## src/rtl/sm_delta_decoder.sv

```systemverilog
`default_nettype none
// ============================================================================
// Module      : sm_delta_decoder
// Description : Streaming sign-magnitude delta decoder. Every accepted delta is
//               integrated into a running two's-complement accumulator, and the
//               reconstructed sample is emitted in sign-magnitude form through a
//               single valid/ready output register. The first sample of a frame
//               is absolute.
// Ports       : clk, rst (async, active-high)  clock / reset
//               clr                           sync clear: back to IDLE, output dropped
//               in_vld/in_rdy/in_first/in_data     input delta stream
//               out_vld/out_rdy/out_data/out_first/out_ovf  reconstructed stream
//               frame_cnt                     samples emitted in current frame
// Config      : SM_DELTA_SAT_EN defined   -> out-of-range sums saturate,
//                                            out_ovf marks that one sample
//               SM_DELTA_SAT_EN undefined -> out-of-range sums wrap the magnitude,
//                                            out_ovf is sticky until frame restart
// Revision    : 1.0  initial release
// ============================================================================
module sm_delta_decoder #(
    parameter int DW    = 16,
    parameter int CNT_W = 16
) (
    input  logic             clk,
    input  logic             rst,
    input  logic             clr,
    input  logic             in_vld,
    output logic             in_rdy,
    input  logic             in_first,
    input  logic [DW-1:0]    in_data,
    output logic             out_vld,
    input  logic             out_rdy,
    output logic [DW-1:0]    out_data,
    output logic             out_first,
    output logic             out_ovf,
    output logic [CNT_W-1:0] frame_cnt
);

    localparam int MAG_W = DW - 1;
    localparam int AW    = DW + 1;   // accumulator / sum width, never loses bits

    typedef enum logic [0:0] {
        IDLE = 1'b0,
        RUN  = 1'b1
    } state_t;

    state_t           r_state;
    state_t           w_state_next;
    logic [AW-1:0]    r_acc;

    logic             w_xfer;
    logic             w_first;
    logic [AW-1:0]    w_mag_ext;
    logic [AW-1:0]    w_delta;
    logic [AW-1:0]    w_base;
    logic [AW-1:0]    w_sum;
    logic             w_neg;
    logic [AW-1:0]    w_abs;
    logic             w_event;
    logic [MAG_W-1:0] w_mag;
    logic             w_sign;
    logic             w_ovf;
    logic [AW-1:0]    w_acc_next;
    logic [CNT_W-1:0] w_cnt_next;

    // Single output register: new data may enter whenever the slot is empty
    // or is being drained on this same edge.
    assign in_rdy = ~out_vld | out_rdy;

    // ---------------------------------------------------------------- FSM
    always_ff @(posedge clk or posedge rst) begin
        if (rst) begin
            r_state <= IDLE;
        end else begin
            r_state <= w_state_next;
        end
    end

    always_comb begin
        w_state_next = r_state;
        if (clr) begin
            w_state_next = IDLE;
        end else if (w_xfer) begin
            w_state_next = RUN;
        end
    end

    // ------------------------------------------------------- datapath
    always_comb begin
        w_xfer    = in_vld & in_rdy & ~clr;
        // A transfer outside a frame always starts one.
        w_first   = in_first | (r_state == IDLE);
        w_mag_ext = {2'b00, in_data[MAG_W-1:0]};
        // -0 naturally maps to 0 here because the negation of zero is zero.
        w_delta   = in_data[DW-1] ? (~w_mag_ext + {{(AW-1){1'b0}}, 1'b1}) : w_mag_ext;
        w_base    = w_first ? '0 : r_acc;
        w_sum     = w_base + w_delta;
        w_neg     = w_sum[AW-1];
        w_abs     = w_neg ? (~w_sum + {{(AW-1){1'b0}}, 1'b1}) : w_sum;
        // |sum| exceeds the largest representable magnitude.
        w_event   = |w_abs[AW-1:MAG_W];
`ifdef SM_DELTA_SAT_EN
        w_mag     = w_event ? {MAG_W{1'b1}} : w_abs[MAG_W-1:0];
        w_ovf     = w_event;
`else
        w_mag     = w_abs[MAG_W-1:0];
        // out_ovf doubles as the sticky flag; it is only ever cleared by a
        // frame restart, clr or rst.
        w_ovf     = w_event | (out_ovf & ~w_first);
`endif
        // Never emit negative zero.
        w_sign     = w_neg & (|w_mag);
        w_acc_next = w_sign ? (~{2'b00, w_mag} + {{(AW-1){1'b0}}, 1'b1})
                            : {2'b00, w_mag};
        w_cnt_next = w_first ? {{(CNT_W-1){1'b0}}, 1'b1}
                             : frame_cnt + {{(CNT_W-1){1'b0}}, 1'b1};
    end

    always_ff @(posedge clk or posedge rst) begin
        if (rst) begin
            r_acc     <= '0;
            out_vld   <= 1'b0;
            out_data  <= '0;
            out_first <= 1'b0;
            out_ovf   <= 1'b0;
            frame_cnt <= '0;
        end else if (clr) begin
            r_acc     <= '0;
            out_vld   <= 1'b0;
            out_data  <= '0;
            out_first <= 1'b0;
            out_ovf   <= 1'b0;
            frame_cnt <= '0;
        end else if (w_xfer) begin
            r_acc     <= w_acc_next;
            out_vld   <= 1'b1;
            out_data  <= {w_sign, w_mag};
            out_first <= w_first;
            out_ovf   <= w_ovf;
            frame_cnt <= w_cnt_next;
        end else if (out_rdy) begin
            out_vld   <= 1'b0;
        end
    end

endmodule
`default_nettype wire

```

## config.mk

```make
export PLATFORM = sky130hd
export DESIGN_NAME = sm_delta_decoder
export DESIGN_NICKNAME = d
export VERILOG_FILES = /design/src/rtl/sm_delta_decoder.sv
export SDC_FILE = /design/constraint.sdc
export NUM_CORES = 1
export LEC_CHECK = 0
export ABC_AREA = 1
export BUFFER_PORTS_ARGS = -buffer_cell sky130_fd_sc_hd__buf_2
export CAP_MARGIN = 40
export CORE_ASPECT_RATIO = 1.4
export CORE_MARGIN = 2
export CORE_UTILIZATION = 40
export CTS_CLUSTER_SIZE = 12
export DETAILED_ROUTE_END_ITERATION = 8
export GPL_ROUTABILITY_DRIVEN = 0
export PLACE_DENSITY_LB_ADDON = 0.1
export SLEW_MARGIN = 20
export SYNTH_ARGS = -nofsm -noshare
export SYNTH_HDL_FRONTEND = slang
export SYNTH_SLANG_ARGS = --single-unit
```

## constraint.sdc

```tcl
create_clock -name clk -period 8.2 [get_ports clk]
set_input_delay 0.41 -clock clk [delete_from_list [all_inputs] [get_ports clk]]
set_output_delay 0.41 -clock clk [all_outputs]
set_load 0.005 [all_outputs]
```

==> out/results.ini, run 1 <==
[critical_path]
critical-path-slowest-cell=ha_1
start_kind=input pin
crit_path_frequent_cell=nand2_1
path_class=input pin to flip-flop
crit_path_end_kind=flip-flop
critical_path_required_ps=8380
slowest_delay_ps=360
cp_max_fo=17
cp.arrival_ps=4600
crit_path_start=in_data[2]
worst_r2r_startpoint=r_state

[global_routing]
grt_pass1_wl_mm=21.7
grt_max_degree=52
grt_pass1_vias=4675
grt-ovfl-total=0
antenna_found_initial=0
grt_usage=0.200

[logic_synthesis]
synth.distinct_cells=41
synth_ff_type=dfrtp_1
synth_edf_count=0
ys_ff_latch=51
synthesis.area_um2=4830
ys_warn_count=0
yosysSeqAreaShare=0.264
avgSynthCellArea_um2=6.24
async_flop_share=1.00
netlist_instances=774
syn-num-nets=817

[sta]
fin_hold_ws_ps=286
hold_viol_final=0
max_freq_mhz=226
skew_ps=5.09
slew_violations=0
period_minus_slack_ps=4420
post-route-period-util=0.539
worst_pin_slew_ps=664
slew_headroom=0.555
finalSetupViolCount=0
rsz0062_at_grt=no
tns_ps=0

[die]
core_um2=11800
die_area_um2=13000
die_y_um=134
die_w_um=96.9
io_pins=58
start_util=0.409
num_rows=47

[cts]
cts-buffers-inserted=5
clock_latency_ps=300
numClockSinks=51
cts_tree=built
postCtsHoldBufs=0
cts-root-buf=clkbuf_16
cts.htree.levels=2
clock_path_buffers=2
cts_setup_buffers=0
postCtsResizedCells=0
clk_pin_slew_ps=70

[power_and_ir_drop]
power_density_nw_per_um2=142
power.leakage_nw=2.91
total_power_mw=0.766
vdd_ir_drop_max_uv=73.1

[placed_design]
placed_area_um2=5240
io_buffers=57
place_hpwl_mm=10.2

[detailed_routing]
drtPass1Iterations=4
drtIter0Drc=214
routed_wl_mm=12.6
via_per_inst=4.92
ant_nets=0
drc=0
routedWlPerCell_um=13.0
via_count=4780

[layout]
nFillCells=1273
area_growth_pct=11.9
drive_above_1_share=0.171
final_cell_area_um2=5410
final_nets=867
antenna_cells=0

[run_status]
status=finished, final reports clean

[worst_hold_path]
hold_class=input pin to asynchronous set/reset pin

[run]
maxCapViolations=0

cell type report:
cell class,count,area (um^2),share of cell area
multi-input cells,571,2940,0.544
flip-flops and latches,51,1280,0.236
inverters,133,499,0.0923
repair buffers,62,350,0.0648
well taps,147,184,0.0340
clock buffers,6,139,0.0257
clock inverters,2,16.3,0.00301
layout by cell type (no fill, tap or decap), drive strengths merged:
cell | Yosys | final
a21oi | 22 | 22
a22oi | 1 | 1
a31oi | 1 | 1
and2 | 2 | 2
buf | 8 | 62
clkbuf | 11 | 6
clkinv | 1 | 2
clkinvlp | 0 | 1
dfrtp | 51 | 51
fa | 1 | 1
ha | 20 | 20
inv | 132 | 132
nand2 | 251 | 251
nand3 | 84 | 84
nand3b | 3 | 3
nand4 | 8 | 8
nor2 | 94 | 94
nor3 | 11 | 11
nor3b | 1 | 1
o211ai | 2 | 2
o21a | 1 | 1
o21ai | 39 | 39
o221ai | 1 | 1
o22ai | 6 | 6
o32ai | 1 | 1
or2 | 3 | 3
xnor2 | 6 | 6
xor2 | 13 | 13
critical path: cells and delay by family:
kind / cells / cell delay, ps
compound gates: 1 / 170
xor+xnor: 1 / 150
fa+ha+maj: 2 / 550
buf+inv: 5 / 400
simple gates: 24 / 2920
routing by layer:
metal  GRT usage  vias up  wire length, um
met3      0.0156       18              296
met4      0.0657        0              296
met2       0.379       99             6530
li1            -     2517                -
met1       0.238     2146             5520
met5           0        -                0
worst paths after layout:
| path | to | slack, ps | cells after the start |
|---|---|---|---|
| min in group clk | r_state | 300 | 2 |
| hold / removal | out_data[13] | 290 | 3 |
| hold reg to reg | out_data[13] | 480 | 2 |
| max in group asynchronous | r_acc[1] | 7470 | 3 |
| setup reg to reg | r_acc[5] | 3900 | 28 |
| setup / recovery | r_acc[10] | 3780 | 33 |
kinds of logic (layout without fill, tap and decap cells):
kind of cell,Yosys count,in the layout,share of synthesized area
AND/OR/NAND/NOR,457,457,0.435
buffers and inverters,152,203,0.127
AO/OA/AOI/OAI,74,74,0.0828
flip-flops,51,51,0.264
adder cells (fa/ha/maj),21,21,0.0559
XOR/XNOR,19,19,0.0344
cell usage after synthesis (all sizes together), types with 2 or more instances:
cell / count / area [um^2]
clkbuf: 11 / 41.3
nor2: 94 / 403
nor3: 11 / 71.3
ha: 20 / 250
and2: 2 / 12.5
nand2: 251 / 1030
buf: 8 / 75.1
o21ai: 39 / 195
xor2: 13 / 114
a21oi: 22 / 114
dfrtp: 51 / 1280
o211ai: 2 / 15.0
nand4: 8 / 50.1
or2: 3 / 18.8
nand3: 84 / 480
inv: 132 / 495
nand3b: 3 / 26.3
xnor2: 6 / 52.6
o22ai: 6 / 37.5
power by group:
part | switching (mW) | internal [mW]
Clock | 0.0974 | 0.122
Combinational | 0.179 | 0.0878
Sequential | 0.00995 | 0.270
Total | 0.286 | 0.480
flip-flops by register name, indices dropped and copies added, names as in the netlist:
name	cells
frame_cnt	16
r_acc	15
out_first	1
out_vld	1
out_ovf	1
r_state	1
out_data	16
per-stage QoR:
step,util,cells,worst slack [ps]
2_1_floorplan,-,774,4140
3_3_place_gp,0.441,962,3580
3_5_place_dp,0.443,963,3460
4_1_cts,0.456,971,3750
5_1_grt,0.457,972,3090
6_report,0.457,972,3780
(Power assumes the default switching activity.)
==> run 2: changes to the inputs <==
Clock period 8.2 ns to 4.25 ns, I/O delays scaled along.
==> out/results.ini, run 2 (synthesized netlist as in run 1, its figures left out) <==
[layout]
layout_commonest_cell=nand2_1
seq_area_um2=1280  ; unchanged
final_nets=874  ; +0.81%
nFillCells=1281  ; +0.63%
drive_above_1_share=0.185  ; +0.0142
antenna_cells=0  ; unchanged
multi_input_area_um2=2980  ; +1.4%
final_cell_mix=nand2_1 (222), inv_1 (125), nor2_1 (76), nand3_1 (71), buf_2 (57)
area_growth_pct=13.8
postLayoutCoreUtil=0.465  ; +0.00783
largestRegisters=frame_cnt: 16 flops, out_data: 16 flops, r_acc: 15 flops
finalNonFillerCells=979  ; +0.72%

[die]
start_util=0.409  ; unchanged
die_area_um2=13000  ; unchanged
io_pins=58  ; unchanged
die_y_um=134  ; unchanged
core_um2=11800  ; unchanged
num_rows=47  ; unchanged
die_w_um=96.9  ; unchanged

[run_status]
status=finished, final reports clean

[sta]
worst_pin_slew_ps=819  ; +154 ps
skew_ps=7.45  ; +2.36 ps
period_minus_slack_ps=3830
post-route-period-util=0.901
slew_headroom=0.453  ; -0.102
finalSetupViolCount=0  ; unchanged
rsz0062_at_grt=no
max_freq_mhz=261
fin_hold_ws_ps=97.5  ; -188 ps
hold_viol_final=0  ; unchanged
slew_violations=0  ; unchanged
tns_ps=0  ; unchanged

[cts]
clk_pin_slew_ps=70  ; about the same
numClockSinks=51  ; unchanged
clock_path_buffers=2  ; unchanged
cts-buffers-inserted=5  ; unchanged
postCtsHoldBufs=0  ; unchanged
cts_tree=built
postCtsResizedCells=0  ; unchanged
clock_latency_ps=290  ; about the same
cts-root-buf=clkbuf_16
cts_setup_buffers=0  ; unchanged
cts.htree.levels=2  ; unchanged

[detailed_routing]
drc=0  ; unchanged
routed_wl_mm=12.8  ; +1.3%
ant_nets=0  ; unchanged
via_count=4839  ; +1.2%
via_per_inst=4.94  ; +0.51%
wirelength_met1_mm=5.50  ; -0.33%
drtPass1Iterations=4  ; unchanged
route.met3.wl_um=297  ; +0.34%
routedWlPerCell_um=13.1  ; +0.55%
met2_length_mm=6.61  ; +1.3%
top_layer=met4
drtIter0Drc=217  ; +1.4%

[power_and_ir_drop]
vdd_ir_drop_max_uv=143  ; +96%
power.leakage_nw=2.95  ; +1.3%
total_power_mw=1.50  ; +96%
power_density_nw_per_um2=274  ; +93%

[critical_path]
critical_path_required_ps=4420  ; -3960 ps
crit_path_frequent_cell=nand2_1
slowest_delay_ps=530  ; +170 ps
critical-path-slowest-cell=fa_1
cp_max_fo=17  ; unchanged
crit_path_end_kind=flip-flop
start_kind=flip-flop
cp.arrival_ps=4000  ; -600 ps
path_class=flip-flop to flip-flop

[global_routing]
grt_pass1_wl_mm=21.6  ; -0.48%
antenna_found_initial=0  ; unchanged
grt_usage=0.201  ; +0.00114
grt_pass1_vias=4684  ; +0.19%
grt-ovfl-total=0  ; unchanged
grt_max_degree=52  ; unchanged

[placed_design]
place_inst=971  ; +0.83%
io_buffers=57  ; unchanged
place_hpwl_mm=10.4  ; +1.4%

[run]
maxCapViolations=0  ; unchanged

[worst_hold_path]
hold_class=input pin to asynchronous set/reset pin

## run 2: critical path, delay by kind of cell, from the launching register on
family	cells	cell delay, ps
compound gates	1	210
flops	1	330
simple gates	16	1880
fa+ha+maj	3	930
buf+inv	5	350
## run 2: stage by stage
stage          worst slack [ps]  cell area, um^2
6_report                    422             5500
5_1_grt                    49.0             5500
4_1_cts                     289             5450
3_5_place_dp              -29.4             5300
3_3_place_gp               38.0             5280
2_1_floorplan               392             4830
## run 2: worst paths after layout
check                        startpoint           end  slack, ps  cells after the start
setup / recovery                r_state      r_acc[9]        420                     25
hold / removal                      rst  out_data[13]        100                      3
max in group asynchronous           rst  frame_cnt[2]       3690                      3
setup reg to reg                r_state      r_acc[9]        420                     25
min in group clk                    clr       r_state        120                      2
hold reg to reg            out_data[13]  out_data[13]        470                      2
## run 2: area by class of cell
| cell class | instances | area share |
|---|---|---|
| Inverter | 133 | 0.0908 |
| Tap cell | 147 | 0.0334 |
| Sequential cell | 51 | 0.232 |
| Multi-Input combinational cell | 571 | 0.543 |
| Clock buffer | 8 | 0.0284 |
| Timing Repair Buffer | 69 | 0.0726 |
## run 2: routing by layer
| layer | GRT usage | vias up |
|---|---|---|
| li1 | - | 2534 |
| met1 | 0.237 | 2206 |
| met2 | 0.373 | 78 |
| met3 | 0.0177 | 21 |
| met4 | 0.0837 | 0 |
| met5 | 0 | - |
## run 2: where the power goes
| part | switching [mW] | leakage [nW] | internal (mW) |
|---|---|---|---|
| registers | 0.0194 | 0.689 | 0.522 |
| logic | 0.353 | 2.18 | 0.183 |
| clock network | 0.177 | 0.0772 | 0.251 |
| total | 0.549 | 2.95 | 0.956 |
==> run 3: changes to the inputs <==
Settings changed: CORE_UTILIZATION 40 to 53, SETUP_SLACK_MARGIN set to 0.5.
==> out/results.ini, run 3 (synthesized netlist as in run 1, its figures left out) <==
[detailed_routing]
drc=0  ; unchanged
ant_nets=0  ; unchanged
routed_wl_mm=12.9  ; +1.0%
drtIter0Drc=297  ; +37%
routedWlPerCell_um=13.6  ; +4.4%
via_per_inst=5.37  ; +8.6%
via_count=5089  ; +5.2%
drtPass1Iterations=6  ; +2

[power_and_ir_drop]
power.leakage_nw=3.11  ; +5.4%
total_power_mw=1.58  ; +5.1%
vdd_ir_drop_max_uv=334  ; +130%
power_density_nw_per_um2=270  ; -1.2%

[worst_hold_path]
hold_class=input pin to flip-flop

[global_routing]
grt_max_degree=34  ; -35%
use_met1=0.283  ; +0.0466
met2_usage=0.496  ; +0.122
grt_pass1_vias=4733  ; +1.0%
grt-ovfl-total=0  ; unchanged
grt_usage=0.255  ; +0.0535
busiest_layer=met2
use_met3=0.00912  ; -0.00860
antenna_found_initial=0  ; unchanged
grt_pass1_wl_mm=20.7  ; -4.1%

[run_status]
status=finished, final reports clean

[die]
num_rows=41  ; -13%
die_w_um=84.7  ; -13%
start_util=0.541  ; +0.133
io_pins=58  ; unchanged
core_um2=8930  ; -24%
die_area_um2=9910  ; -24%
die_y_um=117  ; -13%

[layout]
antenna_cells=0  ; unchanged
area_growth_pct=21.0
final_cell_area_um2=5850  ; +6.4%
final_nets=883  ; +1.0%
layout_commonest_cell=nand2_1
drive_above_1_share=0.245  ; +0.0599
largestRegisters=frame_cnt: 16 flops, out_data: 16 flops, r_acc: 15 flops
final_cell_mix=nand2_1 (203), inv_1 (119), nor2_1 (74), nand3_1 (62), buf_2 (55)

[sta]
slew_headroom=0.454  ; +0.00133
rsz0062_at_grt=yes
max_freq_mhz=271  ; +3.9%
period_minus_slack_ps=3690  ; -142 ps
skew_ps=8.14  ; +0.692 ps
tns_ps=0  ; unchanged
finalSetupViolCount=0  ; unchanged
post-route-period-util=0.867  ; -0.0335
worst_pin_slew_ps=817  ; -1.99 ps
fin_hold_ws_ps=109  ; +11.4 ps
setup_slack_ps=564  ; +142 ps
hold_viol_final=0  ; unchanged
slew_violations=0  ; unchanged

[cts]
cts.htree.levels=2  ; unchanged
cts-root-buf=clkbuf_16
clock_path_buffers=2  ; unchanged
cts-buffers-inserted=5  ; unchanged
clock_latency_ps=290  ; about the same
numClockSinks=51  ; unchanged
clk_pin_slew_ps=70  ; about the same
cts_tree=built

[critical_path]
rrSetupSlack_ps=720  ; +300 ps
slowest_delay_ps=340  ; -190 ps
critical_path_required_ps=4420  ; about the same
crit_path_end_kind=flip-flop
critical-path-slowest-cell=ha_1
path_buf_inv=5  ; unchanged
crit_family=simple AND/OR/NAND/NOR gates
path_class=input pin to flip-flop
cp.arrival_ps=3860  ; -140 ps
cp_max_fo=8  ; -9
start_kind=input pin

[placed_design]
placed_area_um2=5240  ; -1.1%
preCtsSetupSlack_ps=163  ; +192 ps
io_buffers=57  ; unchanged
place_hpwl_mm=9.94  ; -4.0%

[run]
maxCapViolations=0  ; unchanged

## run 3: repair_timing
item	CTS	global route
resized for setup	2	81
endpoints found under the setup margin	8	16
hold buffers	1	0
hold endpoints to repair	18	0
cloned	1	2
pin swaps	2	41
setup buffers	1	7
## run 3: worst paths after layout
kind	end	depth (start not counted)	startpoint
min reg2reg	out_data[1]	2	out_data[1]
max	r_acc[7]	30	in_data[0]
max reg2reg	r_acc[7]	28	r_state
min	r_state	2	clr
max in group asynchronous	out_data[4]	4	rst
min in group asynchronous	frame_cnt[15]	3	rst
## run 3: cell type report
class / instances / area [um^2]
fillers: 822 / 3080
clock buffers: 7 / 153
clock inverters: 1 / 7.51
repair buffers: 76 / 504
multi-input cells: 573 / 3280
well taps: 107 / 134
flip-flops and latches: 51 / 1280
inverters: 133 / 499
## run 3: where the power goes
part           internal (mW)  switching [mW]
clock network          0.251           0.175
registers              0.522          0.0209
logic                  0.212           0.402
total                  0.985           0.597
## run 3: layer usage
| layer | vias to the layer above | routed length, um |
|---|---|---|
| met3 | 42 | 391 |
| met1 | 2339 | 5210 |
| li1 | 2553 | - |
| met5 | - | 0 |
| met4 | 0 | 587 |
| met2 | 155 | 6750 |
## run 3: stage by stage
step | utilization | cells
CTS | 0.608 | 939
detailed placement | 0.587 | 928
finish | 0.655 | 948
floorplan | - | 774
global route | 0.655 | 948
global placement | 0.583 | 926
